`src/rtl/cuenta1_cableada.sv`:
```
// Ones-counter coprocessor: 3-bit shift register datapath plus a hardwired,
// state-decoded control unit with a start/fin handshake.
module cuenta1_cableada (
    input  logic       clk,
    input  logic       reset_n,
    input  logic [2:0] valor,
    input  logic       start,
    output logic [3:0] cuenta,
    output logic       fin
);

    typedef enum logic [1:0] {
        IDLE = 2'b00,
        LOAD = 2'b01,
        LOOP = 2'b10,
        DONE = 2'b11
    } state_t;

    state_t     r_state;
    state_t     w_next_state;

    logic [2:0] r_a;
    logic [3:0] r_c;
    logic       r_fin;

    logic       w_z;
    logic       w_a0;

    logic       w_ld_a;
    logic       w_clr_c;
    logic       w_inc_c;
    logic       w_shr_a;
    logic       w_done;

    assign w_z  = (r_a == 3'b000);
    assign w_a0 = r_a[0];

    always_ff @(posedge clk or negedge reset_n) begin
        if (!reset_n) begin
            r_state <= IDLE;
        end else begin
            r_state <= w_next_state;
        end
    end

    // Control word is a pure decode of the current state and datapath status.
    always_comb begin
        w_next_state = IDLE;
        w_ld_a       = 1'b0;
        w_clr_c      = 1'b0;
        w_inc_c      = 1'b0;
        w_shr_a      = 1'b0;
        w_done       = 1'b0;
        case (r_state)
            IDLE: begin
                w_next_state = start ? LOAD : IDLE;
            end
            LOAD: begin
                w_ld_a       = 1'b1;
                w_clr_c      = 1'b1;
                w_next_state = LOOP;
            end
            LOOP: begin
                if (w_z) begin
                    w_next_state = DONE;
                end else begin
                    w_shr_a      = 1'b1;
                    w_inc_c      = w_a0;
                    w_next_state = LOOP;
                end
            end
            DONE: begin
                w_done       = 1'b1;
                w_next_state = start ? LOAD : DONE;
            end
            default: begin
                w_next_state = IDLE;
            end
        endcase
    end

    always_ff @(posedge clk or negedge reset_n) begin
        if (!reset_n) begin
            r_a <= 3'b000;
        end else if (w_ld_a) begin
            r_a <= valor;
        end else if (w_shr_a) begin
            r_a <= r_a >> 1;
        end
    end

    always_ff @(posedge clk or negedge reset_n) begin
        if (!reset_n) begin
            r_c <= 4'd0;
        end else if (w_clr_c) begin
            r_c <= 4'd0;
        end else if (w_inc_c) begin
            r_c <= r_c + 4'd1;
        end
    end

    // fin is registered from the state being entered, so it is high exactly while in DONE.
    always_ff @(posedge clk or negedge reset_n) begin
        if (!reset_n) begin
            r_fin <= 1'b0;
        end else begin
            r_fin <= (w_next_state == DONE);
        end
    end

    assign cuenta = r_c;
    assign fin    = r_fin;

    logic w_unused;
    assign w_unused = w_done;

endmodule

```
`config.mk`:
```
export PLATFORM = sky130hd
export DESIGN_NAME = cuenta1_cableada
export DESIGN_NICKNAME = d
export VERILOG_FILES = /design/src/rtl/cuenta1_cableada.sv
export SDC_FILE = /design/constraint.sdc
export NUM_CORES = 1
export LEC_CHECK = 0
export BUFFER_PORTS_ARGS = -buffer_cell sky130_fd_sc_hd__buf_2
export CELL_PAD_IN_SITES_DETAIL_PLACEMENT = 1
export CELL_PAD_IN_SITES_GLOBAL_PLACEMENT = 1
export CORE_AREA = 4 4 45 47
export DETAILED_ROUTE_END_ITERATION = 8
export DIE_AREA = 0 0 49 51
export PLACE_DENSITY_LB_ADDON = 0.1
export SLEW_MARGIN = 20
export SYNTH_ARGS = -nofsm -noshare
export SYNTH_HDL_FRONTEND = slang
export SYNTH_SLANG_ARGS = --single-unit
```
`constraint.sdc`:
```
create_clock -name clk -period 1.1 [get_ports clk]
set_input_delay 0.22 -clock clk [delete_from_list [all_inputs] [get_ports clk]]
set_output_delay 0.22 -clock clk [all_outputs]
set_load 0.005 [all_outputs]
```
After elaboration in Yosys (flattened, before gate mapping). Index checks and enable logic that the tools add are counted.

Muxes and demuxes: 13. $add $sub $neg: 1. Reduce and logical (&&, ||, !) cells: 4. Eq/ne operators: 4.

Operators with widths (number): $mux 4 (2); $pmux 2 s4 (1); $mux 1 (7); $eq 2x2->1 const B (3); $mux 3 (2); $add 4x1->4 const B (1); $reduce_bool 2->1 (2); $logic_not 3->1 (1); $eq 2x1->1 const B (1); $logic_not 2->1 (1); $mux 2 (1).

Bits of input ports: 6. Bits in registers: 10. Output and inout port bits: 5.

Logic depth before layout (Yosys ltp). Gate-level depths: netlist of the first run.

Depth after elaboration: 5. Gate-level depth with buffers: 4.

Worst setup path before layout of the first run. OpenSTA, ideal clock, no wires.

Path type: flip-flop to flip-flop. From: register r_c[0] (netlist: cuenta[0]). To: register r_c[1] (netlist: cuenta[1]). Path slack: -0.053 ns. Arrival time: 1.025 ns. Period minus slack after synthesis: 1.153 ns. Setup time: 0.128 ns. Stages on the path, launching flop included: 5. Data required time: 0.972 ns. Path through: dfrtp_1 -> ha_1 -> and3_1 -> a21oi_1 -> o21ai_0.

Longest elaborated chain between the ends: 3.

RTL lines: start, declared (line 23) `logic [3:0] r_c;`; start signal, assigned (line 98) `r_c <= r_c + 4'd1;`; $add 4x1->4 (line 98); $mux 4 (line 97) `end else if (w_inc_c) begin`; $mux 4 (line 95) `end else if (w_clr_c) begin`.

No other way between the ends. The select of a mux whose other input is x is not followed. A chain may end at the register's enable or synchronous reset.

Worst setup path after layout of the first run.
From: register r_state[0]. To: register r_c[3] (netlist: cuenta[3]).

Longest elaborated chain between the ends: 3. Elaborated cells on any way between the ends: 6. Those cells by class: 2 x eq/ne; 3 x mux; 1 x reduce/logical.

RTL lines: start, declared (line 19) `state_t r_state;`; start signal, assigned (line 42) `r_state <= w_next_state;`; $eq 2x1->1 / $eq 2x2->1 (equally long branches) (line 54) `case (r_state)`; $mux 1 (line 54); $mux 4 / $reduce_bool 2->1 (equally long branches).

Parallel ways exist; a longest one is shown, timed or not.

==> results of run 1 <==
## cell usage after synthesis
library cell  number  area (sq um)
clkbuf_1           1         3.750
and4b_1            1         10.01
o2bb2ai_1          1         8.760
nand2_1            4         15.01
buf_2              1         5.000
a21oi_1            6         30.03
nor2_1             2         7.510
a31oi_1            1         6.260
or4_1              1         7.510
nor2b_1            1         6.260
and2_1             2         12.51
nand3_1            4         20.02
dfrtp_1           10         250.2
ha_1               1         12.51
inv_2              1         3.750
and3b_1            1         8.760
o211ai_1           1         7.510
mux2_2             1         11.26
and3_1             1         6.260
nand2b_1           3         18.77
nor3_1             1         5.000
o21ai_0            7         35.03
nand4_1            1         6.260
mux2i_1            1         10.01
## routing by layer
metal	GRT usage [%]	vias to the layer above	routed length, um
met5	0	-	0
met4	5.381	0	14
met3	2.624	2	55
met2	19.13	8	688
met1	15.80	233	668
li1	-	261	-
## stage by stage
| stage | hold WS (ns) | instance area, sq um | cells |
|---|---|---|---|
| after global routing | 0.1282 | 803.3 | 101 |
| after global placement | 0.1013 | 683.2 | 94 |
| after floorplan | -0.07559 | 508.0 | 54 |
| final | 0.1369 | 803.3 | 101 |
| after CTS | 0.1382 | 760.7 | 100 |
| after detailed placement | 0.09681 | 683.2 | 94 |
## kinds of logic (layout without fill, tap and decap cells)
kind of cell / count (synthesis) / count (layout) / share of synthesized area, %
AO/OA/AOI/OAI: 16 / 16 / 17.24
adder cells (fa/ha/maj): 1 / 1 / 2.463
AND/OR/NAND/NOR: 22 / 22 / 24.39
multiplexers: 2 / 2 / 4.187
buffers and inverters: 3 / 33 / 2.461
flip-flops: 10 / 10 / 49.26
## path summary, 6_finish.rpt
path / startpoint / end / slack, ns / depth (start not counted)
max reg2reg: r_state[0] / cuenta[3] / -0.02 / 2
max: r_state[0] / cuenta[3] / -0.02 / 2
min: start / r_state[1] / 0.14 / 2
max in group asynchronous: reset_n / r_state[0] / 0.55 / 2
min in group asynchronous: reset_n / cuenta[0] / 0.34 / 2
min reg2reg: r_a[2] / r_a[2] / 0.54 / 1
## power by group
group	switching (mW)	total, mW	internal [mW]
clock	0.143	0.344	0.201
sequential	0.152	0.688	0.536
combinational	0.593	1.37	0.782
total	0.889	2.41	1.52
## layout make-up
cell class / count / area (sq um) / share of cell area (%)
Multi-Input combinational cell: 41 / 279.0 / 34.74
Tap cell: 17 / 21.27 / 2.648
Clock buffer: 4 / 36.28 / 4.517
Sequential cell: 10 / 251.5 / 31.31
Inverter: 1 / 3.754 / 0.4673
Timing Repair Buffer: 28 / 211.5 / 26.32
## sequential cells by signal, summed over array words and instances (netlist names)
register and flops:
cuenta 4, r_state 2, r_a 3, fin 1
## worst max-delay path, delay by kind of cell, from the launching register on
| kind | cells | cell delay (ns) |
|---|---|---|
| simple gates | 2 | 0.59 |
| flops | 1 | 0.46 |
## timing repair
| item | CTS | global route |
|---|---|---|
| gates resized for setup | 8 | 11 |
| setup endpoints to repair | 5 | 12 |
| pin swaps | 3 | 1 |
| setup buffers | 1 | 1 |
| endpoints found under the hold margin | 10 | 0 |
| hold buffers | 1 | 0 |
==> flow_summary.ini, run 1 <==
[status]
outcome = finished with violations
violations = negative setup slack

[yosys]
syn-num-nets = 61
syn_area_per_cell_sq_um = 9.407
synth.cell_area_sq_um = 508.0
seq_area_frac_synth_pct = 49.26
ys_warn_count = 0
syn_inst = 54
ys_types = 24
synth.ff_latch_count = 10

[global_route]
grt_pass1_vias = 511
grt_remaining_overflow = 0
grt_max_degree = 11
grt_pass1_wl_mm = 2.359
antenna_found_initial = 0
grt_usage_pct = 12.12

[cells_and_area]
n_antenna_cell = 0
areaGrowthSynthToFinish_pct = 58.13
final_common_cell = buf_4
finalNetCount = 92
nFillCells = 200
utilization_pct = 48.64
layout_common_cells = buf_4, dfrtp_1, buf_2
final_layout_size_suffix_gt1_share_pct = 51.19

[place]
gp_congestion = 0.7393
portBuffers = 10
pre_cts_ws_ns = -0.05634
hpwl_mm = 1.011

[routing]
routed_wl_mm = 1.426
vias = 504
wire_per_inst_um = 14.12
post-route-drc-count = 0
vias_per_cell = 4.990
final_antenna_net_count = 0
dr.pass1.iters = 1
initialDrtViolationCount = 0

[critical_path]
startpoint_type = register
cpPeakStageDelay_ns = 0.50
crit_path_end_kind = register
path_max_fanout = 7
slowest_stage = or4_1
critPathKind = reg -> reg
crit_chain = or4_1 > nand3_1
cp_data_required_time_ns = 1.30
cp.arrival_ns = 1.32

[floorplanning]
io-pin-count = 11
row_count = 15
core-area_sq_um = 1652
die_h_um = 51
dieArea_sq_um = 2499
initial_utilization_pct = 30.76
die_w_um = 49

[timing]
fin_crit_sh_pct = 101.6
worstMarginPinSlew_ns = 0.2472
tns_ns = -0.05074
slew_violations = 0
rsz0062_at_grt = yes
setup_violations = 4
hold_violations = 0
fmax_mhz = 894.5
clock_skew_ns = 0.008682
relSlewSlack_pct = 83.52
min_period_ns = 1.118
setup_ws_ns = -0.01792

[cts]
insertion_delay_ns = 0.27
clock_path_buffers = 2
cts_tree = yes
clkTransAtPathRegs_ns = 0.08
numCtsBuffers = 3
clk_root_buffer_cell = clkbuf_4
cts_sinks = 10
htreeDepth = 1

[power]
p_leak_nw = 0.3911
power_density_nw_per_um2 = 2997
p_total_mw = 2.407
peakVddDrop_mv = 1.249

[job]
max_cap_viol_count = 0

[hold_path]
hp-class = in -> reg
Power figures use the tool's default switching activity.
==> inputs of run 2 (changes only) <==
Settings changed: ABC_AREA set to 1, MAX_ROUTING_LAYER set to met4.
==> run 2 against run 1 <==
The run now ends clean. Fmax increased by 7.7%. Critical path depth increased by 5. Global-route usage decreased by 2.5 points. Setup slack improved by 0.080 ns. Worst hold slack improved by 0.018 ns. Largest power group unchanged.
==> flow_summary.ini, run 2 <==
[routing]
wire_per_inst_um = 10.73
post-route-drc-count = 0
routed_wl_mm = 1.009
final_antenna_net_count = 0
dr.pass1.iters = 4
vias_per_cell = 4.521
vias = 425
initialDrtViolationCount = 7

[yosys]
seq_area_frac_synth_pct = 51.15
syn_area_per_cell_sq_um = 8.435
syn_inst = 58
synth_area_leaders = dfrtp_1, nand2_1, nand3_1, nor2_4, inv_1
yosysTopAreaCellShare_pct = 51.15
synth_edf_count = 0
yosys.area.top_type = dfrtp_1
synth.cell_area_sq_um = 489.2
syn-num-nets = 65
synthArstFlopShare_pct = 100.0
ys.flop_type = dfrtp_1
synth.ff_latch_count = 10
synth_most_common_cell = nand2_1
ys_types = 15
netlist_top_cells_count = nand2_1, dfrtp_1, nand3_1, inv_1, nor2_1
ys_warn_count = 0

[cells_and_area]
final_layout_size_suffix_gt1_share_pct = 36.36
layout_common_cells = nand2_1, nand3_1, buf_2
areaGrowthSynthToFinish_pct = 30.95
finalNetCount = 85
fin_cells = 94
largest_reg_flops = 4
final_common_cell = nand2_1
n_antenna_cell = 0

[place]
place_inst = 85
portBuffers = 10
gp_congestion = 0.6704
hpwl_um = 760.3

[cts]
clk_root_buffer_cell = clkbuf_4
clkTransAtPathRegs_ns = 0.07
numCtsBuffers = 3
insertion_delay_ns = 0.26
cts_sinks = 10
htreeDepth = 1
clock_path_buffers = 2
cts_tree = yes

[timing]
tns_ns = 0
fmax_mhz = 963.6
hold_violations = 0
setup_violations = 0
clock_skew_ns = 0.002821
min_period_ns = 1.038
fin_crit_sh_pct = 94.34
relSlewSlack_pct = 84.06
rsz0062_at_grt = yes
worstMarginPinSlew_ns = 0.2392
slew_violations = 0

[critical_path]
cp.arrival_ns = 1.20
path_delay_family = simple AND/OR/NAND/NOR gates
cpPeakStageDelay_ns = 0.37
startpoint_type = register
critPathKind = reg -> reg
path_max_fanout = 5
cpMostUsedCell = nand2_1
path_buf_inv = 2
slowest_stage = dfrtp_1
crit_chain = inv_2 > nor2_4 > clkinv_4 > nand2_2 > nand2_1 > nand2_1 > nand2_1
crit_path_end_kind = register
cp_data_required_time_ns = 1.26

[floorplanning]
initial_utilization_pct = 29.62
io-pin-count = 11
die_w_um = 49
core-area_sq_um = 1652
die_h_um = 51
dieArea_sq_um = 2499
row_count = 15

[hold_path]
hp-class = in -> reg

[global_route]
grt_remaining_overflow = 0
grt_pass1_vias = 419
grt_usage_pct = 9.614
grt_pass1_wl_mm = 1.821
antenna_found_initial = 0
grt_max_degree = 11

[power]
p_leak_nw = 0.3458
peakVddDrop_mv = 1.012
power_density_nw_per_um2 = 2520

[status]
outcome = finished, final reports clean

[job]
max_cap_viol_count = 0
[run 2: changes by cell type after synthesis, sizes merged, moves of 5 or more]
cell,before,now
a21oi,6,0
inv,1,8
nand2,4,16
nand3,4,11
nor2,2,8
o21ai,7,2
[run 2: layout make-up]
cell class / instances / area, sq um
Tap cell: 17 / 21.27
Timing Repair Buffer: 14 / 82.58
Fill cell: 219 / 1011
Sequential cell: 10 / 251.5
Timing Repair inverter: 1 / 5.005
Multi-Input combinational cell: 40 / 209.0
Clock buffer: 4 / 36.28
Inverter: 8 / 35.03
[run 2: final timing paths]
kind                             from    endpoint  slack, ns  cells after the start
setup reg to reg           r_state[0]      r_a[0]       0.06                      7
min in group asynchronous     reset_n      r_a[1]       0.34                      2
setup / recovery           r_state[0]      r_a[0]       0.06                      7
hold / removal               valor[2]      r_a[2]       0.15                      3
max in group asynchronous     reset_n  r_state[1]       0.54                      2
hold reg to reg             cuenta[3]   cuenta[3]       0.53                      3
[run 2: repair_timing]
action | CTS | global route
buffers inserted | 0 | 3
endpoints found under the hold margin | 10 | 0
endpoints found under the setup margin | 0 | 6
gates resized for setup | 0 | 3
hold buffers | 1 | 0
[run 2: cell families after synthesis]
kind of cell / Yosys count / share of synthesized area (%)
compound gates: 2 / 2.046
flops: 10 / 51.15
buf+inv: 8 / 6.651
xor+xnor: 1 / 1.791
fa+ha+maj: 1 / 2.557
simple gates: 36 / 35.81
[run 2: per-layer routing]
| layer | part of all wire (%) | GRT usage [%] | routed length (um) |
|---|---|---|---|
| met5 | 0 | - | 0 |
| met4 | 0 | 1.345 | 0 |
| met3 | 7.7 | 5.248 | 78 |
| met2 | 49 | 15.43 | 496 |
| met1 | 43 | 10.81 | 435 |
[run 2: tightest hold or removal path, delay by kind of cell]
family                 cells  cell delay [ns]
buffers and inverters      1             0.07
and+or+nand+nor            2             0.09
[run 2: through the flow]
step           util [%]  area [sq um]  hold WS [ns]  setup slack, ns  power [mW]
4_1_cts           36.74         606.8        0.1455          0.01951       1.569
3_3_place_gp      33.94         560.5        0.1015          0.01086       1.224
2_1_floorplan         -         489.2      -0.07559           0.1525       1.052
6_report          38.79         640.6        0.1545          0.06227       1.614
3_5_place_dp      33.94         560.5        0.1002          0.03600       1.222
5_1_grt           38.79         640.6        0.1549        -0.009387       1.786
[run 2: power by group]
part	switching, mW	internal, mW	leakage (nW)
clock	0.129	0.201	0.0210
sequential	0.109	0.495	0.128
combinational	0.406	0.273	0.197
